## src/rtl/game_sequencer.sv

```systemverilog
// Flappy-style game sequencer: frame tick generation, button edge capture,
// game state machine, collision/pass detection and two-digit BCD score.
module game_sequencer #(
    parameter int unsigned TICK_DIV     = 1666666,
    parameter int unsigned CRASH_FRAMES = 30,
    parameter int unsigned BIRD_X_L     = 230,
    parameter int unsigned BIRD_X_R     = 250
) (
    input  logic       Clk,
    input  logic       reset,
    input  logic       BtnStart,
    input  logic       BtnFlap,
    input  logic [9:0] Bird_Y_T,
    input  logic [9:0] Bird_Y_B,
    input  logic [9:0] Pipe_X_L,
    input  logic [9:0] Pipe_X_R,
    input  logic [9:0] Gap_Y_T,
    input  logic [9:0] Gap_Y_B,
    output logic       FrameTick,
    output logic       Start,
    output logic       Ack,
    output logic       Stop,
    output logic       BtnPress,
    output logic [7:0] Score,
    output logic       q_Idle,
    output logic       q_Play,
    output logic       q_Crash,
    output logic       q_Over
);

    localparam int unsigned CNT_W = (TICK_DIV > 1) ? $clog2(TICK_DIV) : 1;
    localparam int unsigned CRS_W = (CRASH_FRAMES > 1) ? $clog2(CRASH_FRAMES) : 1;
    localparam logic [9:0]  XL    = 10'(BIRD_X_L);
    localparam logic [9:0]  XR    = 10'(BIRD_X_R);
    localparam logic [9:0]  FLOOR = 10'd480;

    typedef enum logic [3:0] {
        IDLE  = 4'b0001,
        PLAY  = 4'b0010,
        CRASH = 4'b0100,
        OVER  = 4'b1000
    } state_t;

    state_t             state;
    logic [CNT_W-1:0]   frame_cnt;
    logic [CRS_W-1:0]   crash_cnt;
    logic [1:0]         start_sync;
    logic [1:0]         flap_sync;
    logic               start_hist;
    logic               flap_hist;
    logic               pending;
    logic [9:0]         prev_xr;

    logic               tick_next;
    logic               start_edge;
    logic               flap_edge;
    logic               in_column;
    logic               hit;
    logic               pass;

    assign tick_next  = (frame_cnt == CNT_W'(TICK_DIV - 1));
    assign start_edge = start_sync[1] & ~start_hist;
    assign flap_edge  = flap_sync[1] & ~flap_hist;

    // Collision and pass tests, only acted on during FrameTick cycles in PLAY
    assign in_column = (Pipe_X_L <= XR) && (Pipe_X_R >= XL);
    assign hit       = (Bird_Y_B >= FLOOR) || (Bird_Y_T == 10'd0) ||
                       (in_column && ((Bird_Y_T < Gap_Y_T) || (Bird_Y_B > Gap_Y_B)));
    assign pass      = (Pipe_X_R < XL) && (prev_xr >= XL);

    assign q_Idle  = (state == IDLE);
    assign q_Play  = (state == PLAY);
    assign q_Crash = (state == CRASH);
    assign q_Over  = (state == OVER);

    function automatic logic [7:0] bcd_inc(input logic [7:0] s);
        if (s == 8'h99)
            return s;
        else if (s[3:0] == 4'd9)
            return {s[7:4] + 4'd1, 4'd0};
        else
            return {s[7:4], s[3:0] + 4'd1};
    endfunction

    // Free-running frame divider
    always_ff @(posedge Clk or posedge reset) begin
        if (reset) begin
            frame_cnt <= '0;
            FrameTick <= 1'b0;
        end else begin
            FrameTick <= tick_next;
            frame_cnt <= tick_next ? '0 : frame_cnt + CNT_W'(1);
        end
    end

    // Button synchronizers with one history flop for rising-edge detect
    always_ff @(posedge Clk or posedge reset) begin
        if (reset) begin
            start_sync <= '0;
            flap_sync  <= '0;
            start_hist <= 1'b0;
            flap_hist  <= 1'b0;
        end else begin
            start_sync <= {start_sync[0], BtnStart};
            flap_sync  <= {flap_sync[0], BtnFlap};
            start_hist <= start_sync[1];
            flap_hist  <= flap_sync[1];
        end
    end

    always_ff @(posedge Clk or posedge reset) begin
        if (reset) begin
            state     <= IDLE;
            crash_cnt <= '0;
            pending   <= 1'b0;
            Score     <= 8'h00;
            Start     <= 1'b0;
            Ack       <= 1'b0;
            Stop      <= 1'b0;
            BtnPress  <= 1'b0;
            prev_xr   <= '0;
        end else begin
            Start    <= 1'b0;
            Ack      <= 1'b0;
            BtnPress <= 1'b0;
            if (FrameTick)
                prev_xr <= Pipe_X_R;
            case (state)
                IDLE: begin
                    pending <= 1'b0;
                    if (start_edge) begin
                        state <= PLAY;
                        Start <= 1'b1;
                        Score <= 8'h00;
                    end
                end
                PLAY: begin
                    if (FrameTick && hit) begin
                        state     <= CRASH;
                        Stop      <= 1'b1;
                        pending   <= 1'b0;
                        crash_cnt <= '0;
                    end else begin
                        if (FrameTick && pass)
                            Score <= bcd_inc(Score);
                        // An edge landing on the serving edge waits for the next frame
                        if (tick_next) begin
                            BtnPress <= pending;
                            pending  <= flap_edge;
                        end else if (flap_edge) begin
                            pending <= 1'b1;
                        end
                    end
                end
                CRASH: begin
                    if (FrameTick) begin
                        if (crash_cnt == CRS_W'(CRASH_FRAMES - 1))
                            state <= OVER;
                        else
                            crash_cnt <= crash_cnt + CRS_W'(1);
                    end
                end
                OVER: begin
                    if (start_edge) begin
                        state <= IDLE;
                        Ack   <= 1'b1;
                        Stop  <= 1'b0;
                    end
                end
                default: state <= IDLE;
            endcase
        end
    end

endmodule

```

## config.mk

```make
export PLATFORM = sky130hd
export DESIGN_NAME = game_sequencer
export DESIGN_NICKNAME = d
export VERILOG_FILES = /design/src/rtl/game_sequencer.sv
export SDC_FILE = /design/constraint.sdc
export NUM_CORES = 1
export LEC_CHECK = 0
export ABC_AREA = 1
export BUFFER_PORTS_ARGS = -buffer_cell sky130_fd_sc_hd__buf_4
export CAP_MARGIN = 15
export CORE_MARGIN = 1
export CORE_UTILIZATION = 53
export CTS_CLUSTER_DIAMETER = 60
export DETAILED_ROUTE_END_ITERATION = 10
export PLACE_DENSITY = 0.77
export REMOVE_ABC_BUFFERS = 1
export SETUP_SLACK_MARGIN = 0.5
export SYNTH_ARGS = -nofsm -noshare
export SYNTH_HDL_FRONTEND = slang
export SYNTH_SLANG_ARGS = --single-unit
```

## constraint.sdc

```tcl
create_clock -name Clk -period 2.6 [get_ports Clk]
set_clock_uncertainty 0.15 [all_clocks]
set_input_delay 0.39 -clock Clk [delete_from_list [all_inputs] [get_ports Clk]]
set_output_delay 0.39 -clock Clk [all_outputs]
set_load 0.1 [all_outputs]
```

==> run metrics, run 1 <==
most frequent cells in the layout nand2_1, buf_4, inv_1, dfrtp_1, nor2_1; grt total ovfl 0; fillers 523; area occupied by multi-input gates ~1800 µm²; Fin. Hold Viols 0; Seq cells post-synth 59; Area Overhead vs Synth 27.2%; Setup crit start kind register; Max FO, Critical Path 3; total CTS buffers 9; failing checks DRC; cells after synthesis 462; num rows 29; PD cells a little over 600 nW/µm²; CTS H-tree lvls 3; Avg Cell Area, Syn roughly 7.9 µm²; drt first pass iters 7; register area share after synthesis between 40% and 50%; unrepaired setup endpoints after global routing true; drc violations 4; critical path class reg -> out; Cell Area, Synth roughly 3600 µm²; Fmax 479 MHz; Hold WC Path Type in -> async; initial antenna violation count 0; Worst Path Arrival ~1.6 ns; Chip Width about 85 µm; root buffer cell clkbuf_8; Die ar. ~7200 µm²; Clock Latency Late Sink ~0.34 ns; Slew @ Worst Pin between 0.7 and 0.8 ns; first-pass GRT wire length ~14000 µm; post-synthesis compound-gate area fraction a little under 6%; post-route ant nets 0; Longest Clk Path Bufs 2; placed cells around 600; total clock sinks roughly 60; Post-Synth Adder-Cell Area approximately a tenth; Synth Area in XOR/XNOR 3.86%; Worst Reg-to-Reg Cells 11; largest net degree at the start of global routing 60; maxcap violations 0; clock-pin slew on the worst setup and hold paths roughly 0.07 ns; WL per Instance about 12 µm; Main synth FF type dfrtp_1; layout cells sized above 1 roughly 25%; CTS tree built; n_diodes 0; Detail Placement HPWL roughly 5800 µm; Setup crit end kind output pin; unique cell type count in the Yosys netlist 36; Layout Nets approximately 640; Post-Synth Simple-Gate Area a little under a third; Die Y about 85 µm; port buffer count 79; vias 3253; outcome finished, violations left; vias in the first global route 3352; # setup viols final 0; CP required slightly above 2 ns; flop-to-flop setup slack 0.63 ns; max-slew violation count 0; largest family of logic cells by synthesized area simple AND/OR/NAND/NOR gates; post-synthesis mux area share 0%; minimum clock period roughly 2.1 ns; leakage power 2.47 nW; All-Layer GR Usage between 20% and 30%; Routed WL between 7000 and 8000 µm; leading cell type in the layout, fill and taps excluded nand2_1; yosys warns 0; fin cells roughly 630; Via density between 5 and 6; Ports approximately 80; RePlAce Congestion about 0.82; final hold slack 0.0922 ns; Sequential Area approximately 1500 µm²; core area around 6500 µm²; period utilization between 80% and 90%; EDFF count, synth 0; relative slew slack ~53%; Max VDD drop 0.546 mV; Synth async-reset ratio 100%; Initial Utilization 55.9%; Tot Pwr 2.82 mW; DRT iter0 DRCs around 110
## synth_stat cells (all sizes together), types with 3 or more instances
| cell | number | area share (%) |
|---|---|---|
| a21oi | 15 | 2.1 |
| a31oi | 4 | 0.69 |
| buf | 4 | 0.72 |
| dfrtp | 58 | 40 |
| ha | 27 | 9.3 |
| inv | 83 | 8.6 |
| nand2 | 107 | 11 |
| nand3 | 26 | 4.5 |
| nand4 | 19 | 3.3 |
| nor2 | 56 | 7.0 |
| nor3 | 10 | 2.0 |
| nor3b | 3 | 0.62 |
| nor4 | 5 | 0.86 |
| o21ai | 13 | 1.8 |
| or2 | 4 | 0.69 |
| xnor2 | 9 | 2.2 |
| xor2 | 7 | 1.7 |
## report_power, final
group / internal, mW / switching [mW] / total [mW]
Sequential: 0.959 / 0.0392 / 0.998
Clock: 0.662 / 0.366 / 1.03
Combinational: 0.255 / 0.544 / 0.799
Total: 1.88 / 0.949 / 2.82
## area by class of cell
class,instances,area share [%]
clock buffer,10,2.98
clock inverter,6,2.44
inverter,83,6.74
multi-input combinational,315,39.7
sequential,59,32.0
tap,77,2.09
timing repair buffer,84,14.1
## worst paths after layout
kind                                end    startpoint
hold / removal                 Score[1]         reset
max in group asynchronous      Score[5]         reset
setup / recovery                 q_Idle      state[0]
hold reg to reg            flap_sync[1]  flap_sync[0]
min in group Clk             prev_xr[1]   Pipe_X_R[1]
setup reg to reg               Score[6]      state[2]
## logic make-up (layout without fill, tap and decap cells)
kind of cell    Yosys count  in the layout
flops                    59             59
buf+inv                  88            183
fa+ha+maj                27             27
compound gates           38             38
simple gates            234            234
xor+xnor                 16             16
## through the flow
step                setup TNS, ns  cell area [µm²]  utilization [%]  worst slack (ns)
finish                          0             4620             71.1             0.511
global route                    0             4620             71.1             0.452
CTS                             0             4600             70.8             0.442
detailed placement              0             4310             66.3             0.328
global placement                0             4310             66.3             0.347
floorplan                   -6.04             3600                -            -0.896
## worst max-delay path, stage by stage, from the launching register on
cell and delay (ns):
dfstp_2 0.58, inv_1 0.08, nor3_4 0.27, buf_6 0.27
## per-layer routing
metal	up-vias	global-route usage [%]	wire length, µm
li1	1658	-	-
met4	0	6.47	53
met1	1543	26.4	3310
met3	8	6.78	248
met5	-	0	0
met2	44	43.5	4050
## registers in the layout, indices dropped and copies added, names as in the netlist
| register | flops |
|---|---|
| Stop | 1 |
| FrameTick | 1 |
| frame_cnt | 21 |
| Start | 1 |
| BtnPress | 1 |
| crash_cnt | 5 |
| prev_xr | 9 |
| flap_sync | 2 |
| state | 4 |
| pending | 1 |
| Ack | 1 |
| start_sync | 2 |
| flap_hist | 1 |
| start_hist | 1 |
| Score | 8 |
## what timing repair did
item,4_1_cts,5_1_grt
endpoints found under the hold margin,2,0
setup endpoints to repair,3,5
hold buffers,2,0
setup buffers,1,0
gates resized for setup,3,5
pin swaps,1,0
(Power assumes the default switching activity.)
==> run 2: changes to the inputs <==
==> constraint.sdc (replaced) <==
create_clock -name Clk -period 2.08 [get_ports Clk]
set_clock_uncertainty 0.15 [all_clocks]
set_input_delay 0.312 -clock Clk [delete_from_list [all_inputs] [get_ports Clk]]
set_output_delay 0.312 -clock Clk [all_outputs]
set_load 0.1 [all_outputs]
==> run 2 against run 1 <==
The run ends with DRC, setup timing left; flip-flop and latch count did not move; first-iteration DRC count grew to 3.8 times the previous value; worst setup slack got worse by 0.65 ns; register-to-register slack worse by 0.77 ns; global-route usage grew 7.7 points; clock power grew 15%; utilization rose by 24 points; sequential share of layout area down 8.0 points; wire length up 130%; highest routed layer unchanged.
==> run metrics, run 2 (same netlist as run 1, synthesis figures left out) <==
outcome finished, violations left (unchanged); failing checks DRC, setup timing (was DRC); Reg power frac 29.5% (was 35.3%); Ports 81 (unchanged); ordered list of cells on the worst path inv_2 -> ha_4 -> nand2_2 -> inv_2 -> a31oi_1 -> nand3_1 -> nand2_2 -> nand2_4 -> nor2_4 -> buf_4 -> nand4_1 -> nand2_1 (was inv_1 -> nor3_4 -> buf_6); Setup crit start kind register (unchanged); Setup crit end kind register (was output pin); first-pass GRT wire length 17500 µm (was 13500 µm); relative slew slack 59.8% (was 52.7%); critical path class reg -> reg (was reg -> out); num rows 29 (unchanged); Largest Register frame_cnt (unchanged); total clock sinks 59 (unchanged); Max VDD drop 0.639 mV (was 0.546 mV); leakage power 3.03 nW (was 2.47 nW); Setup Total Neg Slack -0.375 ns (was 0 ns); root buffer cell clkbuf_8 (unchanged); drt first pass iters 9 (was 7); CP Buf/Inv Count 3 (was 2); top flop regs frame_cnt (21), prev_xr (9), Score (8) (unchanged); Worst Reg-to-Reg Cells 12 (was 11); Combinational Power Share 42.8% (was 28.3%); Critical Path Stages 12 (was 3); CTS tree built (unchanged); Longest Clk Path Bufs 2 (unchanged); Fin. Hold Viols 0 (unchanged); Layout Nets 718 (was 643); internal power 2.58 mW (was 1.88 mW); DRT iter0 DRCs 430 (was 113); unrepaired setup endpoints after global routing true (unchanged); CTS H-tree lvls 3 (unchanged); Sw Pwr 1.68 mW (was 0.949 mW); initial antenna violation count 0 (unchanged); Routed WL 17500 µm (was 7670 µm); most frequent cells in the layout buf_4, nand2_1, inv_1, buf_6, dfrtp_1 (was nand2_1, buf_4, inv_1, dfrtp_1, nor2_1); CP required 2.22 ns (was 2.06 ns); max FFs per register 21 (unchanged); Max FO, Critical Path 4 (was 3); layout cells sized above 1 53.2% (was 25.1%); clock group share of total power 27.7% (was 36.4%); vias in the first global route 3856 (was 3352); maxcap violations 0 (unchanged); port buffer count 79 (unchanged); Die Y 84.8 µm (unchanged); Hold WC Path Type in -> reg (was in -> async); Worst Path Arrival 2.35 ns (was 1.55 ns); Die ar. 7190 µm² (unchanged); Via density 6.58 (was 5.13); Clock Latency Late Sink 0.37 ns (was 0.34 ns); largest net degree at the start of global routing 34 (was 60); drc violations 4 (unchanged); WHS Path Cells 3; leading cell type in the layout, fill and taps excluded buf_4 (was nand2_1); All-Layer GR Usage 31.2% (was 23.5%); Detail Placement HPWL 5860 µm (was 5790 µm); core area 6490 µm² (unchanged); RePlAce Congestion 0.819 (was 0.822); minimum clock period around 2.2 ns; switching portion of total power 39.5% (was 33.6%); slowest cell delay on critical path 0.43 ns (was 0.58 ns); vias 4667 (was 3253); worst setup margin -0.137 ns (was 0.511 ns); clock-pin slew on the worst setup and hold paths 0.09 ns (was 0.07 ns); PD cells 687 nW/µm² (was 611 nW/µm²); Chip Width 84.8 µm (unchanged); slowest stage cell, crit path dfrtp_1 (was dfstp_2); post-route ant nets 0 (unchanged); Initial Utilization 55.9% (unchanged); # setup viols final 4 (was 0); Slew @ Worst Pin 0.602 ns (was 0.710 ns); total CTS buffers 9 (unchanged); period utilization 107%; Post-DP Area 4370 µm² (was 4310 µm²); grt total ovfl 0 (unchanged); Area Overhead vs Synth 70.8% (was 27.2%); WL per Instance 24.7 µm (was 12.1 µm); Fmax approximately 450 MHz; crit-path leading delay family simple AND/OR/NAND/NOR gates (was flip-flops); n_diodes 0 (unchanged); max-slew violation count 0 (unchanged); final core utilization 95.5% (was 71.1%); fin area 6200 µm² (was 4620 µm²)
[run 2: cell types whose count changed in the layout (fill, tap and decap cells not counted), moves of 14 or more]
cell	delta
buf_4	+15
nor2_4	+14
buf_6	+46
ha_1	-16
nand2_1	-30
inv_1	-21
nand2_2	+21
nor2_1	-15
ha_4	+16
[run 2: what timing repair did]
| item | in CTS | in global routing |
|---|---|---|
| hold buffers | 3 | 0 |
| resized for setup | 132 | 131 |
| endpoints found under the setup margin | 43 | 52 |
| buffers inserted | 42 | 24 |
| pin swaps | 56 | 55 |
| gates cloned | 1 | 1 |
| endpoints found under the hold margin | 27 | 0 |
[run 2: layout make-up]
class	instances	area, µm²
Multi-Input combinational cell	316	2560
Timing Repair inverter	1	7.51
Tap cell	77	96.3
Inverter	83	337
Fill cell	158	293
Sequential cell	59	1490
Timing Repair Buffer	157	1500
Clock buffer	12	165
Clock inverter	4	47.5
[run 2: stage by stage]
step | worst slack, ns | hold slack, ns | power [mW] | instances
6_report | -0.137 | 0.00777 | 4.26 | 709
4_1_cts | 0.191 | 0.0159 | 3.74 | 684
5_1_grt | -0.179 | 0.0200 | 4.37 | 709
3_3_place_gp | -0.0720 | 0.183 | 2.24 | 622
3_5_place_dp | -0.129 | 0.186 | 2.26 | 622
2_1_floorplan | -1.42 | 0.181 | 1.96 | 457
[run 2: worst register-to-register path, delay by kind of cell (launching register included)]
family | cells | cell delay (ns)
simple gates | 7 | 0.91
flops | 1 | 0.43
buf+inv | 3 | 0.27
compound gates | 1 | 0.22
fa+ha+maj | 1 | 0.16
[run 2: routing by layer]
metal	vias up	part of all wire [%]	track usage, %
li1	1812	-	-
met1	2155	31	33.7
met2	486	48	58.8
met3	214	10	6.69
met4	0	11	13.1
met5	-	0	0
[run 2: power groups by stage]
| stage | clock network (mW) | logic [mW] | registers [mW] |
|---|---|---|---|
| 2_1_floorplan | 0 | 0.610 | 1.35 |
| 3_3_place_gp | 0 | 0.974 | 1.26 |
| 3_5_place_dp | 0 | 0.994 | 1.26 |
| 4_1_cts | 1.12 | 1.39 | 1.24 |
| 5_1_grt | 1.21 | 1.90 | 1.26 |
| 6_report | 1.18 | 1.83 | 1.26 |
[run 2: final timing paths]
check	slack [ns]	to	from
worst min-delay path	0.008	prev_xr[1]	Pipe_X_R[1]
worst min register to register	0.23	start_sync[1]	start_sync[0]
worst max-delay path	-0.14	Score[4]	Score[1]
min in group asynchronous	0.47	crash_cnt[4]	reset
max in group asynchronous	0.68	frame_cnt[3]	reset
worst max register to register	-0.14	Score[4]	Score[1]
